### src/rtl/tx_sched_pkg.sv
// Shared state encoding and widths for the frame transmit scheduler.
// Pure declarations; no logic, no latency, no backpressure.
package tx_sched_pkg;

    localparam int SEG_W         = 16;
    localparam int ID_W          = 8;
    localparam int IFG_TICKS_DEF = 12;

    typedef enum logic [3:0] {
        IDLE,
        LOAD,
        START,
        WAIT_HI,
        WAIT_LO,
        GAP,
        NEXT,
        DONE,
        ABORT
    } sched_state_t;

endpackage

### src/rtl/tx_frame_scheduler_if.sv
// Scheduler <-> trigger/byte_data bundle; master is the scheduler side.
// Wires only; no latency; busy is the byte_data backpressure.
interface tx_frame_scheduler_if;
    import tx_sched_pkg::*;

    logic              enable;
    logic              frame_start;
    logic [2:0]        redundancy;
    logic              adv_data;
    logic              busy;
    logic              start_sending;
    logic [SEG_W-1:0]  segment_num;
    logic [ID_W-1:0]   txid;
    logic [7:0]        aux;
    logic              sched_active;
    logic              frame_done;
    logic [7:0]        overrun_cnt;
    logic [7:0]        timeout_cnt;

    modport master (
        input  enable, frame_start, redundancy, adv_data, busy,
        output start_sending, segment_num, txid, aux, sched_active,
               frame_done, overrun_cnt, timeout_cnt
    );

    modport slave (
        output enable, frame_start, redundancy, adv_data, busy,
        input  start_sending, segment_num, txid, aux, sched_active,
               frame_done, overrun_cnt, timeout_cnt
    );

endinterface

### src/rtl/sat_counter8.sv
// 8-bit event counter that sticks at 255; count updates one clock after inc.
// No backpressure: every cycle with inc high is an event.
module sat_counter8 (
    input  logic       clk,
    input  logic       rstb,
    input  logic       inc,
    output logic [7:0] count
);

    always_ff @(posedge clk or negedge rstb) begin
        if (!rstb) begin
            count <= 8'd0;
        end else if (inc && (count != 8'hFF)) begin
            count <= count + 8'd1;
        end
    end

endmodule

### src/rtl/tx_frame_scheduler.sv
// Walks segments x copies of one frame, one start_sending pulse per packet, IFG in adv_data strobes.
// Packet rate is throttled by byte_data busy and the gap; enable is only honoured between packets.
module tx_frame_scheduler
    import tx_sched_pkg::*;
#(
    parameter int SEG_COUNT     = 720,
    parameter int IFG_TICKS     = IFG_TICKS_DEF,
    parameter int START_TIMEOUT = 255
) (
    input  logic                 clk125MHz,
    input  logic                 rstb,
    tx_frame_scheduler_if.master sif
);

    localparam logic [SEG_W-1:0] SEG_LAST = SEG_W'(SEG_COUNT - 1);
    localparam logic [7:0]       IFG_LAST = 8'(IFG_TICKS - 1);
    localparam logic [7:0]       TO_LAST  = 8'(START_TIMEOUT - 1);

    sched_state_t state;
    logic [2:0]   red_latched;
    logic [7:0]   gap_cnt;
    logic [7:0]   to_cnt;
    logic         timeout_evt;
    logic         overrun_evt;

    assign timeout_evt = (state == WAIT_HI) && !sif.busy && (to_cnt == TO_LAST);
    assign overrun_evt = sif.frame_start && (state != IDLE);

    always_ff @(posedge clk125MHz or negedge rstb) begin
        if (!rstb) begin
            state             <= IDLE;
            red_latched       <= 3'd1;
            gap_cnt           <= 8'd0;
            to_cnt            <= 8'd0;
            sif.start_sending <= 1'b0;
            sif.segment_num   <= '0;
            sif.txid          <= '0;
            sif.aux           <= 8'd0;
            sif.sched_active  <= 1'b0;
            sif.frame_done    <= 1'b0;
        end else begin
            sif.start_sending <= 1'b0;
            sif.frame_done    <= 1'b0;
            case (state)
                IDLE: begin
                    if (sif.frame_start && sif.enable) begin
                        sif.sched_active <= 1'b1;
                        state            <= LOAD;
                    end
                end
                LOAD: begin
                    red_latched       <= (sif.redundancy == 3'd0) ? 3'd1 : sif.redundancy;
                    sif.segment_num   <= '0;
                    sif.aux           <= 8'd0;
                    sif.start_sending <= 1'b1;
                    state             <= START;
                end
                START: begin
                    to_cnt <= 8'd0;
                    state  <= WAIT_HI;
                end
                WAIT_HI: begin
                    // A launch byte_data never acknowledges still counts as sent.
                    if (sif.busy) begin
                        state <= WAIT_LO;
                    end else if (to_cnt == TO_LAST) begin
                        gap_cnt <= 8'd0;
                        state   <= GAP;
                    end else begin
                        to_cnt <= to_cnt + 8'd1;
                    end
                end
                WAIT_LO: begin
                    if (!sif.busy) begin
                        gap_cnt <= 8'd0;
                        state   <= GAP;
                    end
                end
                GAP: begin
                    if (sif.adv_data) begin
                        if (gap_cnt == IFG_LAST) begin
                            state <= sif.enable ? NEXT : ABORT;
                        end else begin
                            gap_cnt <= gap_cnt + 8'd1;
                        end
                    end
                end
                NEXT: begin
                    if (sif.aux < ({5'd0, red_latched} - 8'd1)) begin
                        sif.aux           <= sif.aux + 8'd1;
                        sif.start_sending <= 1'b1;
                        state             <= START;
                    end else if (sif.segment_num < SEG_LAST) begin
                        sif.aux           <= 8'd0;
                        sif.segment_num   <= sif.segment_num + 1'b1;
                        sif.start_sending <= 1'b1;
                        state             <= START;
                    end else begin
                        sif.frame_done <= 1'b1;
                        state          <= DONE;
                    end
                end
                DONE, ABORT: begin
                    sif.txid         <= sif.txid + 1'b1;
                    sif.sched_active <= 1'b0;
                    state            <= IDLE;
                end
                default: state <= IDLE;
            endcase
        end
    end

    sat_counter8 u_overrun_cnt (
        .clk   (clk125MHz),
        .rstb  (rstb),
        .inc   (overrun_evt),
        .count (sif.overrun_cnt)
    );

    sat_counter8 u_timeout_cnt (
        .clk   (clk125MHz),
        .rstb  (rstb),
        .inc   (timeout_evt),
        .count (sif.timeout_cnt)
    );

endmodule

### src/flat_wrapper.sv
// flat-port wrapper written by rule: the top's interface ports become plain ports
module tx_frame_scheduler_flat import tx_sched_pkg::*;
#(
    parameter int SEG_COUNT     = 720,
    parameter int IFG_TICKS     = IFG_TICKS_DEF,
    parameter int START_TIMEOUT = 255
)
  (clk125MHz, rstb, sif_enable, sif_frame_start, sif_redundancy, sif_adv_data, sif_busy, sif_start_sending, sif_segment_num, sif_txid, sif_aux, sif_sched_active, sif_frame_done, sif_overrun_cnt, sif_timeout_cnt);
  tx_frame_scheduler_if sif_i ();
  input  logic clk125MHz;
  input  logic rstb;
  input wire logic [$bits(sif_i.enable)-1:0] sif_enable;
  input wire logic [$bits(sif_i.frame_start)-1:0] sif_frame_start;
  input wire logic [$bits(sif_i.redundancy)-1:0] sif_redundancy;
  input wire logic [$bits(sif_i.adv_data)-1:0] sif_adv_data;
  input wire logic [$bits(sif_i.busy)-1:0] sif_busy;
  output wire logic [$bits(sif_i.start_sending)-1:0] sif_start_sending;
  output wire logic [$bits(sif_i.segment_num)-1:0] sif_segment_num;
  output wire logic [$bits(sif_i.txid)-1:0] sif_txid;
  output wire logic [$bits(sif_i.aux)-1:0] sif_aux;
  output wire logic [$bits(sif_i.sched_active)-1:0] sif_sched_active;
  output wire logic [$bits(sif_i.frame_done)-1:0] sif_frame_done;
  output wire logic [$bits(sif_i.overrun_cnt)-1:0] sif_overrun_cnt;
  output wire logic [$bits(sif_i.timeout_cnt)-1:0] sif_timeout_cnt;
  assign sif_i.enable = sif_enable;
  assign sif_i.frame_start = sif_frame_start;
  assign sif_i.redundancy = sif_redundancy;
  assign sif_i.adv_data = sif_adv_data;
  assign sif_i.busy = sif_busy;
  assign sif_start_sending = sif_i.start_sending;
  assign sif_segment_num = sif_i.segment_num;
  assign sif_txid = sif_i.txid;
  assign sif_aux = sif_i.aux;
  assign sif_sched_active = sif_i.sched_active;
  assign sif_frame_done = sif_i.frame_done;
  assign sif_overrun_cnt = sif_i.overrun_cnt;
  assign sif_timeout_cnt = sif_i.timeout_cnt;
  tx_frame_scheduler #(.SEG_COUNT(SEG_COUNT), .IFG_TICKS(IFG_TICKS), .START_TIMEOUT(START_TIMEOUT)) u_core (.clk125MHz(clk125MHz), .rstb(rstb), .sif(sif_i));
endmodule
### config.mk
export PLATFORM = sky130hd
export DESIGN_NAME = tx_frame_scheduler_flat
export DESIGN_NICKNAME = d
export VERILOG_FILES = /design/src/rtl/tx_sched_pkg.sv /design/src/rtl/tx_frame_scheduler_if.sv /design/src/rtl/sat_counter8.sv /design/src/rtl/tx_frame_scheduler.sv /design/src/flat_wrapper.sv
export SDC_FILE = /design/constraint.sdc
export NUM_CORES = 1
export LEC_CHECK = 0
export CAP_MARGIN = 20
export CORE_UTILIZATION = 49
export CTS_CLUSTER_DIAMETER = 120
export DETAILED_ROUTE_END_ITERATION = 8
export GPL_TIMING_DRIVEN = 1
export PLACE_DENSITY = 0.72
export REMOVE_ABC_BUFFERS = 1
export SETUP_SLACK_MARGIN = 0.05
export SLEW_MARGIN = 0
export SYNTH_ARGS = -nofsm -noshare
export SYNTH_HDL_FRONTEND = slang
export SYNTH_SLANG_ARGS = --single-unit
export TNS_END_PERCENT = 20
### constraint.sdc
create_clock -name clk125MHz -period 2.5 [get_ports clk125MHz]
set_input_delay 0.375 -clock clk125MHz [delete_from_list [all_inputs] [get_ports clk125MHz]]
set_output_delay 0.375 -clock clk125MHz [all_outputs]
set_load 0.02 [all_outputs]
**Yosys cells after proc, flatten, opt, wreduce, memory -nomap -nowiden**

Cells that the tools add are included.
Widths: inputs -> output; s select.

- Register bits: 74
- Output and inout port bits: 51

- Add/sub/neg operators: 8
- $lt $le $gt $ge: 2
- Eq/ne operators: 24
- Muxes and demuxes: 34
- Reductions and logical operators: 21

Operators by type and width:

| kind | number |
|---|---|
| $mux 8 | 9 |
| $add 8x1->8 const B | 6 |
| $mux 16 | 2 |
| $mux 4 | 8 |
| $pmux 16 s2 | 1 |
| $pmux 8 s2 | 2 |
| $pmux 4 s7 | 1 |
| $pmux 8 s3 | 1 |
| $add 16x1->16 const B | 1 |
| $eq 4x3->1 const B | 4 |
| $lt 16x10->1 const B | 1 |
| $ne 8x8->1 const B | 2 |
| $ne 2x2->1 const B | 7 |
| $eq 4x2->1 const B | 2 |
| $eq 8x4->1 const B | 1 |
| $eq 8x8->1 const B | 1 |
| $lt 8x8->1 | 1 |
| $logic_and 1x1->1 | 6 |
| $mux 1 | 6 |
| $mux 3 | 2 |
| $ne 2x1->1 const B | 3 |
| $reduce_and 3->1 | 2 |
| $reduce_and 6->1 | 1 |
| $reduce_bool 2->1 | 3 |
| 14 further kinds | 16 |

**Logic depth before layout (Yosys ltp)**

- Word-level depth: 4
- Mapped depth: 10
- Mapped depth without buffers: 10

**Hierarchy**

A second synthesis with hierarchy kept.

- Cell total of the unflattened synthesis: 395
- Area total of the unflattened synthesis: 4,001.3 um^2

Modules (own cells, without submodules):

| module | instances | cells an instance | area an instance (um^2) |
|---|---|---|---|
| tx_frame_scheduler | 1 | 327 | 3,185.6 |
| sat_counter8 | 2 | 34 | 407.9 |

**Worst setup path before layout**

No wires, ideal clock.

- Path kind: reg-to-reg
- Start point: reg u_core.red_latched[2]
- End point: reg u_core.sif.aux[2]
- Data arrival time: 2.321 ns
- Path slack: 0.053 ns
- Stages on the path, launching flop included: 8
- Buffers on the path: 0
- Cells stage by stage: dfrtp_1 or3_1 ha_1 a21o_1 a211oi_1 a21boi_1 nor2_1 a221o_1

- Cells in the longest elaborated chain, start to end: 4
- Elaborated cells on any way between the ends: 6
- Those cells by class: 1 x add/sub; 1 x order compare; 1 x eq/ne; 2 x mux; 1 x reduce/logical

Ends and longest elaborated chain:

| item | RTL line | source |
|---|---|---|
| start: declaration | tx_frame_scheduler.sv:20 | `logic [2:0] red_latched;` |
| start signal: assignment | tx_frame_scheduler.sv:52 | `red_latched <= (sif.redundancy == 3'd0) ? 3'd1 : sif.redundancy;` |
| $sub 3x1->4 (*) | tx_frame_scheduler.sv:89 | `if (sif.aux < ({5'd0, red_latched} - 8'd1)) begin` |
| $lt 8x8->1 (*) | tx_frame_scheduler.sv:89 |  |
| $mux 8 / $ne 3x1->1 (equally long branches) | n/a |  |
| $pmux 8 s2 / $reduce_and 2->1 (equally long branches) | n/a |  |
| end signal: assignment | tx_frame_scheduler.sv:90 | `sif.aux <= sif.aux + 8'd1;` |
| end: declaration | tx_frame_scheduler_if.sv:22 | `output start_sending, segment_num, txid, aux, sched_active,` |

Mark *: on every way between the ends. The rest lies on a longest branch, timed or not.
A chain may end at the register's enable or synchronous reset.

**Final worst setup path**

- Start point: reg u_core.red_latched[0]
- End point: reg u_core.sif.segment_num[1]

- Cells in the longest elaborated chain, start to end: 4

Ends and longest elaborated chain:

| item | RTL line | source |
|---|---|---|
| $sub 3x1->4 | tx_frame_scheduler.sv:89 |  |
| $lt 8x8->1 | tx_frame_scheduler.sv:89 |  |
| $ne 2x2->1 (no source line) | n/a |  |
| $reduce_and 3->1 (no source line) | n/a |  |
| end signal: assignment | tx_frame_scheduler.sv:95 | `sif.segment_num <= sif.segment_num + 1'b1;` |
| end: declaration | tx_frame_scheduler_if.sv:22 |  |

No other way between the ends.

==> results.yml <==
run_status:
  outcome: "completed"
setup_path:
  timing.critical_path.mode_cell: "sky130_fd_sc_hd__ha_4"
  worstPathMaxFanout: 4
  worstPathArrival_ps: 2610
  timing.critical_path.slowest_cell_delay_ps: 550
  required_ps: 2730
  path_cells: "inv_2, ha_4, xnor2_4, ha_4, nor4_4, a21oi_2, a221oi_2, buf_4, mux2i_1, o21ai_1"
  crit_slowest_cell: "sky130_fd_sc_hd__dfstp_2"
  worst-setup-path-type: "reg -> reg"
  timing.critical_path.from_type: "flop"
  end_kind: "flop"
power:
  switching_share: 0.365
  vdd_ir_drop_max_v: 0.000682
  share_seq_of_total_power: 0.367
  total_leakage_power_nw: 2.23
  comb_power_share: 0.392
  netSwitchingPower_w: 0.00163
  p_per_area_nw_per_um2: 881
  p_int_w: 0.00283
  clkPwrFrac: 0.242
layout:
  postLayoutCoreUtil: 0.651
  design_area_um2: 5060
  fillCellCount: 657
  final_nets: 487
  flow.area_growth_from_synthesis_pct: 28.3
  antenna_cells_inserted: 0
  seqCellArea_um2: 1850
  multiInputGateArea_um2: 2090
  layout-drive-gt1-share: 0.135
routing:
  drc_errors: 0
  ant_nets: 0
  postRouteWirelength_um: 8510
  avgRoutedWirePerCell_um: 15.0
  drtIter0Drc: 170
  via_per_instance_ratio: 5.71
  first_pass_iters: 5
  detailroute.via_count: 3251
synthesis:
  syn-instance-count: 392
  mapped_cell_area_um2: 3940
  synth.avg_cell_area_um2: 10.1
  yosys.cell_count.top_type: "sky130_fd_sc_hd__dfrtp_1"
  synth.lib_cells_used.distinct: 63
  ys_seq_elements: 74
  yosys.area.top_type: "sky130_fd_sc_hd__dfrtp_1"
  synth.cells.most_frequent: "sky130_fd_sc_hd__dfrtp_1 (73), sky130_fd_sc_hd__nand2_1 (32), sky130_fd_sc_hd__nand3_1 (30)"
  synth-edff-count: 0
  warnings_synthesis: 0
  yosys.area.top_type_share: 0.463
  postSynth.topFlopCell: "sky130_fd_sc_hd__dfrtp_1"
  synthArstFlopShare: 1.00
  synth.top_cells.by_area: "sky130_fd_sc_hd__dfrtp_1 (46%), sky130_fd_sc_hd__ha_1 (5.1%), sky130_fd_sc_hd__nand3_1 (3.8%)"
  synth_sequential_area_ratio: 0.470
die:
  std_cell_rows: 32
  design.core.area_um2: 7770
  io_pins: 60
  die_area_um2: 8410
  die-width_um: 91.7
  initial_utilization: 0.508
  fp.dieH_um: 91.7
timing:
  worstMarginPinSlew_ps: 958
  fin_crit_sh: 0.953
  report.final.setup_viol: 0
  grt_setup_unrepaired: "true"
  slew_headroom: 0.361
  final.setup_skew_ps: 11.5
  timing.final.max_slew_violations: 0
  hold_viol: 0
  finalCriticalPeriod_ps: 2380
  fmax_mhz: 420
  setup_tns_ps: 0
flow_run:
  cap_violations: 0
placement:
  post_dp_cell_area_um2: 4710
  port_buffers: 59
  dp_hpwl_um: 5820
  finalWeightedCongestion: 0.864
clock_network:
  clock_sink_count: 74
  tritoncts: "built"
  cts.path.max_buffers: 2
  clk-insertion-delay-late_ps: 350
  cts.htree.levels: 3
  cts_buffers: 9
  cts.root.buffer_cell: "sky130_fd_sc_hd__clkbuf_8"
  post-cts-setup-buffers: 0
  clk_pin_slew_ps: 80
  ctsHoldBuffers: 0
grt:
  first_global_vias: 3098
  grt_first_pass_wirelength_um: 14300
  gr-total-overflow: 0
  global_route.usage.total: 0.214
  grt_start_max_net_pins: 75
  initial_antenna_violation_count: 0
worst_hold_path:
  timing.hold.worst.class: "in -> async"
-- power by group through the flow --
stage,Combinational [W],Clock [W],Sequential (W)
floorplan,0.000824,0,0.00173
global placement,0.00154,0,0.00164
detailed placement,0.00157,0,0.00165
CTS,0.00160,0.00110,0.00163
global route,0.00192,0.00116,0.00167
finish,0.00175,0.00108,0.00164
-- per-layer routing --
metal | track usage | up-vias | share of wire
met5 | 0 | - | 0
met4 | 0.0990 | 0 | 0.018
met3 | 0.0357 | 13 | 0.042
met2 | 0.334 | 67 | 0.47
met1 | 0.293 | 1591 | 0.47
li1 | - | 1580 | -
-- critical path, delay by kind of cell, from the launching register on --
family	cells	cell delay, ps
simple gates	1	300
mux	1	190
compound gates	3	510
flops	1	550
xor+xnor	1	130
buf+inv	2	240
fa+ha+maj	2	350
-- layout make-up --
type	count	area share
clock buffer	12	0.0326
clock inverter	4	0.0143
inverter	12	0.00890
multi-input combinational	292	0.414
sequential	74	0.366
tap	102	0.0252
timing repair buffer	73	0.139
-- final timing paths --
| path | to | slack [ps] | startpoint | depth (start not counted) |
|---|---|---|---|---|
| max | u_core.sif.segment_num[1] | 120 | u_core.red_latched[0] | 10 |
| min | u_core.sif.aux[6] | 140 | rstb | 1 |
| max reg2reg | u_core.sif.segment_num[1] | 120 | u_core.red_latched[0] | 10 |
| min reg2reg | u_core.sif.txid[7] | 480 | u_core.sif.txid[7] | 1 |
| max in group asynchronous | u_core.red_latched[1] | 1690 | rstb | 1 |
| min in group clk125MHz | u_core.sif.txid[7] | 480 | u_core.sif.txid[7] | 1 |
-- what timing repair did --
item,in CTS,in global routing
setup endpoints to repair,14,18
pin swaps,7,13
gates resized for setup,5,18
-- kinds of logic (layout without fill, tap and decap cells) --
logic type / after synthesis / after routing / share of synthesized area
xor gates and xnor gates: 28 / 28 / 0.0622
muxes: 9 / 9 / 0.0241
AOI/OAI and AO/OA: 79 / 79 / 0.145
and+or+nand+nor: 160 / 160 / 0.221
adders and majority gates: 16 / 16 / 0.0508
buffers and inverters: 26 / 101 / 0.0273
DFF: 74 / 74 / 0.470
-- sequential cells by signal, summed over array words and instances (netlist names), 4 cells and up --
signal and flops:
u_core.sif.segment_num 16, u_core.gap_cnt 8, u_core.sif.aux 8, u_core.sif.txid 8, u_core.to_cnt 8, u_core.u_overrun_cnt.count 8
u_core.u_timeout_cnt.count 8, u_core.state 4
-- metrics by stage --
step                      hold slack (ps)  instances  power (W)  setup WS (ps)
after floorplan                      79.4        378    0.00255           -722
after global placement                462        553    0.00318           32.9
after detailed placement              485        553    0.00322          -47.2
after CTS                             196        569    0.00434           29.9
after global routing                  244        569    0.00475          -9.61
final                                 139        569    0.00446            117
-- cells in the final DEF (no fill, tap or decap), drive strengths merged, types with 14 or more instances in the layout --
cell type / instances
clkdlybuf4s50: 58
and3: 16
nand2: 32
dfrtp: 73
buf: 15
xnor2: 14
nor2: 23
nand3: 30
ha: 16
o21ai: 24
xor2: 14
Note: power is estimated with default switching activity, not from simulation.
